## src/rtl/buffer_read_arbiter.sv

```systemverilog
// Read-port arbiter for the shared integral-image buffer: round-robin with capped lock bursts,
// plus a tag pipeline that marks which requester owns each returning read.
module buffer_read_arbiter #(
    parameter int unsigned N_REQ      = 4,
    parameter int unsigned ADDR_W     = 15,
    parameter int unsigned DATA_W     = 21,
    parameter int unsigned RD_LATENCY = 3,
    parameter int unsigned MAX_LOCK   = 8
) (
    input  logic                       clk_i,
    input  logic                       rst_ni,
    input  logic [N_REQ-1:0]           req_i,
    input  logic [N_REQ-1:0]           lock_i,
    input  logic [N_REQ*ADDR_W-1:0]    req_addr_i,
    output logic [N_REQ-1:0]           gnt_o,
    output logic [ADDR_W-1:0]          buf_rd_addr_o,
    input  logic signed [DATA_W-1:0]   buf_rd_data_i,
    output logic signed [DATA_W-1:0]   rd_data_o,
    output logic [N_REQ-1:0]           rd_valid_o,
    output logic                       busy_o
);

    localparam int unsigned IdxW = (N_REQ > 1) ? $clog2(N_REQ) : 1;
    localparam int unsigned CntW = $clog2(MAX_LOCK + 1);

    logic [IdxW-1:0]   last_q, last_d;
    logic [CntW-1:0]   lock_cnt_q, lock_cnt_d;
    logic [N_REQ-1:0]  gnt_q, gnt_d;
    logic [ADDR_W-1:0] addr_q, addr_d;
    logic [N_REQ-1:0]  tag_q [RD_LATENCY];
    logic              locked;
    logic              found;
    logic [IdxW-1:0]   idx;

    always_comb begin
        gnt_d      = '0;
        last_d     = last_q;
        lock_cnt_d = '0;
        addr_d     = addr_q;
        found      = 1'b0;
        idx        = '0;
        // The counter holds locked grants after the first one, so the whole burst is MAX_LOCK.
        locked = gnt_q[last_q] && req_i[last_q] && lock_i[last_q] &&
                 (lock_cnt_q < CntW'(MAX_LOCK - 1));
        if (locked) begin
            gnt_d[last_q] = 1'b1;
            lock_cnt_d    = lock_cnt_q + 1'b1;
            found         = 1'b1;
        end else begin
            for (int unsigned i = 1; i <= N_REQ; i++) begin
                idx = IdxW'((32'(last_q) + i) % N_REQ);
                if (!found && req_i[idx]) begin
                    found       = 1'b1;
                    gnt_d[idx]  = 1'b1;
                    last_d      = idx;
                end
            end
        end
        if (found) begin
            addr_d = req_addr_i[last_d*ADDR_W +: ADDR_W];
        end
    end

    always_ff @(posedge clk_i or negedge rst_ni) begin
        if (!rst_ni) begin
            last_q     <= IdxW'(N_REQ - 1);
            lock_cnt_q <= '0;
            gnt_q      <= '0;
            addr_q     <= '0;
            for (int i = 0; i < RD_LATENCY; i++) begin
                tag_q[i] <= '0;
            end
        end else begin
            last_q     <= last_d;
            lock_cnt_q <= lock_cnt_d;
            gnt_q      <= gnt_d;
            addr_q     <= addr_d;
            tag_q[0]   <= gnt_q;
            for (int i = 1; i < RD_LATENCY; i++) begin
                tag_q[i] <= tag_q[i-1];
            end
        end
    end

    always_comb begin
        busy_o = |gnt_q;
        for (int i = 0; i < RD_LATENCY; i++) begin
            busy_o = busy_o | (|tag_q[i]);
        end
    end

    assign gnt_o         = gnt_q;
    assign buf_rd_addr_o = addr_q;
    assign rd_valid_o    = tag_q[RD_LATENCY-1];
    assign rd_data_o     = buf_rd_data_i;

endmodule

```

## config.mk

```make
export PLATFORM = sky130hd
export DESIGN_NAME = buffer_read_arbiter
export DESIGN_NICKNAME = d
export VERILOG_FILES = /design/src/rtl/buffer_read_arbiter.sv
export SDC_FILE = /design/constraint.sdc
export NUM_CORES = 1
export LEC_CHECK = 0
export CAP_MARGIN = 0
export CORE_UTILIZATION = 44
export CTS_BUF_LIST = sky130_fd_sc_hd__clkbuf_16
export DETAILED_ROUTE_END_ITERATION = 10
export PLACE_DENSITY = 0.91
export SLEW_MARGIN = 20
export SYNTH_ARGS = -nofsm -noshare
export SYNTH_HDL_FRONTEND = slang
export SYNTH_SLANG_ARGS = --single-unit
```

## constraint.sdc

```tcl
create_clock -name clk_i -period 4.25 [get_ports clk_i]
set_input_delay 0.6375 -clock clk_i [delete_from_list [all_inputs] [get_ports clk_i]]
set_output_delay 0.6375 -clock clk_i [all_outputs]
set_load 0.02 [all_outputs]
```

Word-level counts from Yosys, hierarchy flattened
Cells that the tools add are included.

storage, ports and cells
  bits in registers = 37
  input port bits = 91
  output and inout port bits = 45
  logic and storage cells = 95

operators by class
  add/subtract/negate cells = 5
  multipliers = 1
  order comparisons = 11
  shift-type cells = 1
  multiplexer cells = 46
  bitwise gates (word level) = 6
  reduce and logical (&&, ||, !) cells = 18

operators with widths
  cell                                                         number
  indexed part select 60 x 7 -> 15 bit                         1
  2-to-1 mux 4 bit                                             9
  2-to-1 mux 1 bit                                             20
  OR reduction 4 bit                                           4
  less-than comparator 2 x 3 -> 1 bit (second input constant)  5
  binary-select mux 1 bit (select 2 bit)                       7
  bitwise OR 4 bit                                             3
  logical AND 1 bit                                            11
  demux 1 bit (select 2 bit)                                   5
  >= comparator 2 x 1 -> 1 bit (second input constant)         5
  2-to-1 mux 2 bit                                             5
  multiplier 2 x 4 -> 6 bit (second input constant)            1
  adder 2 x 1 -> 2 bit (second input constant)                 2
  adder 2 bit (second input constant)                          2
  adder 4 x 1 -> 4 bit (second input constant)                 1
  less-than comparator 4 x 3 -> 1 bit (second input constant)  1
  logical NOT 1 bit                                            3
  bitwise OR 1 bit                                             3

Longest topological paths before layout
  depth in word-level cells = 20
  mapped depth = 15
  depth with buffers taken out = 9

Worst setup path before layout
No wires, ideal clock.

  kind = flip-flop to flip-flop
  from = register last_q[0]
  to = register addr_q[7] (netlist: buf_rd_addr_o[7])
  setup time = 77 ps
  arrival = 3547 ps
  data required time = 4173 ps
  setup slack = 627 ps
  cell stages (with the launch flop) = 16
  path buffers = 6
  period minus slack after synthesis = 3623 ps
  cell sequence = dfstp_2 -> clkbuf_1 -> inv_1 -> clkbuf_1 -> buf_1 -> ha_1 -> clkbuf_1 -> nor3b_1 -> a21oi_1 -> o2bb2ai_1 -> mux2i_1 -> o221a_1 -> buf_6 -> buf_12 -> mux2_4 -> o21ai_1

on the way
  longest elaborated chain between the ends = 19
  elaborated cells between the ends (all ways) = 42
  classes of those cells = 4 x add/sub; 1 x mul; 1 x shift; 27 x mux; 9 x reduce/logical

ends and longest elaborated chain
  item                                    line  source
  from (decl)                             26    logic [IdxW-1:0] last_q, last_d;
  from (signal assigned)                  66    last_q <= IdxW'(N_REQ - 1);
  from (signal assigned)                  74    last_q <= last_d;
  adder 2 x 1 -> 2 bit                    51    idx = IdxW'((32'(last_q) + i) % N_REQ);
  binary-select mux 1 bit (select 2 bit)  52    if (!found && req_i[idx]) begin
  2-to-1 mux 1 bit (implied by the code)  52
  2-to-1 mux 1 bit                        52
  2-to-1 mux 1 bit                        45    if (locked) begin
  logical NOT 1 bit                       52
  logical AND 1 bit                       52
  2-to-1 mux 1 bit                        52
  (+4 left out)                           --
  2-to-1 mux 1 bit                        45
  logical NOT 1 bit                       52
  logical AND 1 bit                       52
  2-to-1 mux 2 bit                        52
  2-to-1 mux 2 bit *                      45
  via last_d[1]                           26
  multiplier 2 x 4 -> 6 bit *             60    addr_d = req_addr_i[last_d*ADDR_W +: ADDR_W];
  indexed part select 60 x 7 -> 15 bit *  60
  to (signal assigned)                    77    addr_q <= addr_d;
  to (decl)                               29    logic [ADDR_W-1:0] addr_q, addr_d;

The timed path passes the listed nets; every way through them passes the cells marked *. The select of a mux whose other input is x is not followed.
A chain may end at the register's enable or synchronous reset.

Worst setup path in the final report
  from = register last_q[1]
  to = register addr_q[3] (netlist: buf_rd_addr_o[3])

on the way
  longest elaborated chain between the ends = 19
  elaborated cells between the ends (all ways) = 42
  classes of those cells = 4 x add/sub; 1 x mul; 1 x shift; 27 x mux; 9 x reduce/logical

ends and longest elaborated chain
  item                                    line
  adder 2 x 1 -> 2 bit                    51
  binary-select mux 1 bit (select 2 bit)  52
  2-to-1 mux 1 bit (implied by the code)  52
  2-to-1 mux 1 bit                        52
  2-to-1 mux 1 bit                        45
  logical NOT 1 bit                       52
  logical AND 1 bit                       52
  2-to-1 mux 1 bit                        52
  (+3 left out)                           --
  2-to-1 mux 1 bit                        52
  2-to-1 mux 1 bit                        45
  logical NOT 1 bit                       52
  logical AND 1 bit                       52
  2-to-1 mux 2 bit                        52
  2-to-1 mux 2 bit                        45
  multiplier 2 x 4 -> 6 bit               60
  indexed part select 60 x 7 -> 15 bit    60

Several ways; a longest one is shown, not always the timed one. The select of a mux whose other input is x is not followed.

==> impl_metrics.env <==
export IMPL_worst_ep_required_time_ns=4.44
export IMPL_r2r_setup_slack_ns=0.26
export IMPL_status="complete, no violations"
export IMPL_postLayoutCellArea_um2=4270
export IMPL_crit_path_capture_type="register"
export IMPL_p_leak_nw=1.79
export IMPL_crit_family="compound AO/OA/AOI/OAI gates"
export IMPL_category_of_the_most_critical_setup_path="register to register"
export IMPL_final_cells=595
export IMPL_reg2reg_depth=9
export IMPL_cts_buffers_inserted=5
export IMPL_timing_setup_tns_ns=0
export IMPL_antenna_found_initial=0
export IMPL_cts_hold_fix_buffers=0
export IMPL_gp_congestion=0.895
export IMPL_htree_levels=2
export IMPL_tightestPinTransition_ns=0.973
export IMPL_final_min_period_over_clock_period_pct=93.8
export IMPL_drc=0
export IMPL_post_synth_cell_area_avg_um2=7.37
export IMPL_final_hold_viol_count=0
export IMPL_drive_above_1_share_pct=9.68
export IMPL_synth_seq_cells=37
export IMPL_post_synth_top_area_fraction_pct=26.3
export IMPL_max_frequency_mhz=251
export IMPL_worst_skew_pair_late_latency_ns=0.28
export IMPL_via_count_of_the_first_global_routing_pass=3105
export IMPL_final_core_util_pct=58.5
export IMPL_synth_edff_count=0
export IMPL_timing_clock_skew_ns=0.00410
export IMPL_drt_first_iter_violations=310
export IMPL_clk_root_buffer_cell="sky130_fd_sc_hd__clkbuf_16"
export IMPL_grt_pass1_wl_um=14400
export IMPL_net_count_synth=552
export IMPL_slowest_stage="sky130_fd_sc_hd__o221a_1"
export IMPL_pin_count_of_the_biggest_net_entering_global_routing=77
export IMPL_num_rows=31
export IMPL_cpPeakStageDelay_ns=0.86
export IMPL_placed_cells=587
export IMPL_wire_per_inst_um=15.8
export IMPL_route_antenna_remaining_nets=0
export IMPL_hold_end="tag_q[6]"
export IMPL_design_die_area_um2=7920
export IMPL_start_util_pct=45.7
export IMPL_routed_via_density=5.77
export IMPL_timing_rr_end="buf_rd_addr_o[3]"
export IMPL_timing_hold_worst_start="tag_q[10]"
export IMPL_holdCritPathClass="register to register"
export IMPL_post_cts_setup_buffers=0
export IMPL_floorplan_die_width_um=89.0
export IMPL_synth_async_reset_ratio_pct=100
export IMPL_yosys_warnings=0
export IMPL_reg2reg_from="last_q[1]"
export IMPL_critPathLaunchType="register"
export IMPL_crit_buf_inv=1
export IMPL_synth_sequential_area_ratio_pct=27.9
export IMPL_pre_cts_slack_ns=0.342
export IMPL_synth_top_area_cell="sky130_fd_sc_hd__dfrtp_1"
export IMPL_maxSlewHeadroom_pct=35.1
export IMPL_design_final_nets=595
export IMPL_min_delay_path_depth=0
export IMPL_dp_hpwl_um=6420
export IMPL_vias=3431
export IMPL_gr_usage_total_pct=23.3
export IMPL_clock_sinks=37
export IMPL_route_final_wire_length_um=9420
export IMPL_clkTransAtPathRegs_ns=0.06
export IMPL_die_y_um=89.0
export IMPL_timing_final_crit_period_ns=3.99
export IMPL_coreArea_um2=7290
export IMPL_drv_max_cap_violation_count=0
export IMPL_max_clock_path_buffers=2
export IMPL_port_buffer_count=93
export IMPL_synth_area_um2=3330
export IMPL_yosys_top_cells_area="sky130_fd_sc_hd__dfrtp_1 (26%), sky130_fd_sc_hd__nand2_1 (17%), sky130_fd_sc_hd__a22oi_1 (7.2%), sky130_fd_sc_hd__a211oi_1 (6.8%), sky130_fd_sc_hd__buf_4 (5.6%)"
export IMPL_timing_max_transition_violations_final=0
export IMPL_unrepaired_setup_endpoints_after_global_routing="false"
export IMPL_gate_count_of_the_mapped_netlist=452
export IMPL_grt_overflow_total=0
export IMPL_cts_tree="yes"
export IMPL_final_setup_viol_count=0
export IMPL_worst_path_cell_trace="inv_1, ha_1, nor2b_1, a21oi_1, o2bb2ai_1, mux2i_1, o221a_1, mux2_2, o21ai_0"
export IMPL_layout_setup_ws_ns=0.264
export IMPL_timing_critical_path_arrival_ns=4.17
export IMPL_detail_route_first_pass_iterations=7
export IMPL_total_of_cells_resized_after_clock_tree_synthesis=0
export IMPL_crit_path_max_fanout=17
export IMPL_relative_area_change_from_synthesis_to_final_layout_pct=28.1
export IMPL_peakVddDrop_mv=0.315
export IMPL_fillerInstances=637
export IMPL_power_density_nw_per_um2=855
export IMPL_number_of_top_level_pins=136
export IMPL_netlist_cell_type_count=46
export IMPL_antenna_cells=0
export IMPL_place_area_um2=4080
export IMPL_synth_ff_type="sky130_fd_sc_hd__dfrtp_1"
[synthesized netlist by cell type, types with 2 or more instances]
cell type,count
sky130_fd_sc_hd__a211oi_1,30
sky130_fd_sc_hd__a21oi_1,4
sky130_fd_sc_hd__a222oi_1,4
sky130_fd_sc_hd__a22oi_1,32
sky130_fd_sc_hd__and2_1,2
sky130_fd_sc_hd__buf_4,25
sky130_fd_sc_hd__buf_6,2
sky130_fd_sc_hd__clkbuf_1,35
sky130_fd_sc_hd__dfrtp_1,35
sky130_fd_sc_hd__dfstp_2,2
sky130_fd_sc_hd__ha_1,9
sky130_fd_sc_hd__inv_1,3
sky130_fd_sc_hd__mux2_2,7
sky130_fd_sc_hd__mux2_4,9
sky130_fd_sc_hd__mux2i_1,3
sky130_fd_sc_hd__nand2_1,149
sky130_fd_sc_hd__nand2b_1,3
sky130_fd_sc_hd__nand3_1,3
sky130_fd_sc_hd__nor2_1,37
sky130_fd_sc_hd__nor2b_1,3
sky130_fd_sc_hd__nor3_1,3
sky130_fd_sc_hd__nor3b_1,3
sky130_fd_sc_hd__nor4_1,5
sky130_fd_sc_hd__o211ai_1,3
sky130_fd_sc_hd__o21ai_0,13
sky130_fd_sc_hd__o21ai_1,3
sky130_fd_sc_hd__o21ai_2,6
[report_power, final]
part / total (mW) / internal (mW) / switching, mW
clock: 0.472 / 0.335 / 0.138
combinational: 2.54 / 1.12 / 1.42
sequential: 0.643 / 0.523 / 0.120
total: 3.65 / 1.98 / 1.67
[how the worst max path moves through the flow]
stage                                  end  slack, ns       from  depth (start not counted)
after floorplan           buf_rd_addr_o[7]       0.63  last_q[0]                         15
after global placement    buf_rd_addr_o[3]       0.53   req_i[0]                          8
after detailed placement  buf_rd_addr_o[3]       0.34  last_q[1]                          9
after CTS                 buf_rd_addr_o[3]       0.31  last_q[1]                          9
after global routing      buf_rd_addr_o[3]       0.04  last_q[1]                          9
final                     buf_rd_addr_o[3]       0.26  last_q[1]                          9
[per-stage QoR]
step | hold slack (ns) | total power [mW]
after global routing | 0.376 | 3.88
after floorplan | 0.342 | 2.56
final | 0.372 | 3.65
after global placement | 0.359 | 3.00
after detailed placement | 0.362 | 3.11
after CTS | 0.374 | 3.63
[registers in the layout, summed over array words and instances, names as in the netlist]
register       count
lock_cnt_q         4
buf_rd_addr_o     15
rd_valid_o         4
last_q             2
gnt_o              4
tag_q              8
[area by class of cell]
| cell class | count | area [um2] | share of cell area, % |
|---|---|---|---|
| multi-input combinational | 348 | 2040 | 47.7 |
| timing repair buffer | 100 | 978 | 22.9 |
| sequential | 37 | 928 | 21.7 |
| clock buffer | 5 | 125 | 2.93 |
| tap | 99 | 124 | 2.90 |
| clock inverter | 3 | 65.1 | 1.52 |
| inverter | 3 | 11.3 | 0.264 |
[placed cells by master, fill, tap and decap left out, types with 2 or more instances in the layout]
cell / n
sky130_fd_sc_hd__o21ai_2: 6
sky130_fd_sc_hd__nor3_1: 3
sky130_fd_sc_hd__inv_1: 2
sky130_fd_sc_hd__buf_4: 7
sky130_fd_sc_hd__mux2_4: 9
sky130_fd_sc_hd__nor4_1: 4
sky130_fd_sc_hd__o21ai_1: 3
sky130_fd_sc_hd__nor3b_1: 3
sky130_fd_sc_hd__clkdlybuf4s50_1: 92
sky130_fd_sc_hd__bufinv_16: 2
sky130_fd_sc_hd__ha_1: 9
sky130_fd_sc_hd__o211ai_1: 3
sky130_fd_sc_hd__a22oi_1: 32
sky130_fd_sc_hd__mux2i_1: 3
sky130_fd_sc_hd__dfrtp_1: 35
sky130_fd_sc_hd__nand3_1: 3
sky130_fd_sc_hd__o21ai_0: 13
sky130_fd_sc_hd__a211oi_1: 30
sky130_fd_sc_hd__nand2b_1: 3
sky130_fd_sc_hd__and2_1: 2
sky130_fd_sc_hd__dfstp_2: 2
sky130_fd_sc_hd__mux2_2: 7
sky130_fd_sc_hd__clkbuf_16: 5
sky130_fd_sc_hd__a21oi_1: 3
sky130_fd_sc_hd__nor2b_1: 3
sky130_fd_sc_hd__nand2_1: 149
sky130_fd_sc_hd__nor2_1: 37
sky130_fd_sc_hd__a222oi_1: 4
[kinds of logic after synthesis]
group | Yosys count | synth area share, %
flip-flops | 37 | 27.9
AO/OA/AOI/OAI | 104 | 22.7
buffers and inverters | 67 | 11.3
adder cells (fa/ha/maj) | 9 | 3.38
XOR/XNOR | 1 | 0.263
multiplexers | 20 | 8.00
AND/OR/NAND/NOR | 214 | 26.5
[layer usage]
metal / vias up / global-route usage [%] / share of wire [%]
li1: 1639 / - / -
met3: 36 / 4.06 / 6.6
met2: 185 / 37.7 / 47
met5: - / 0 / 0
met1: 1571 / 29.7 / 42
met4: 0 / 12.4 / 4.1
No activity file was read; power rests on OpenSTA's default activity.
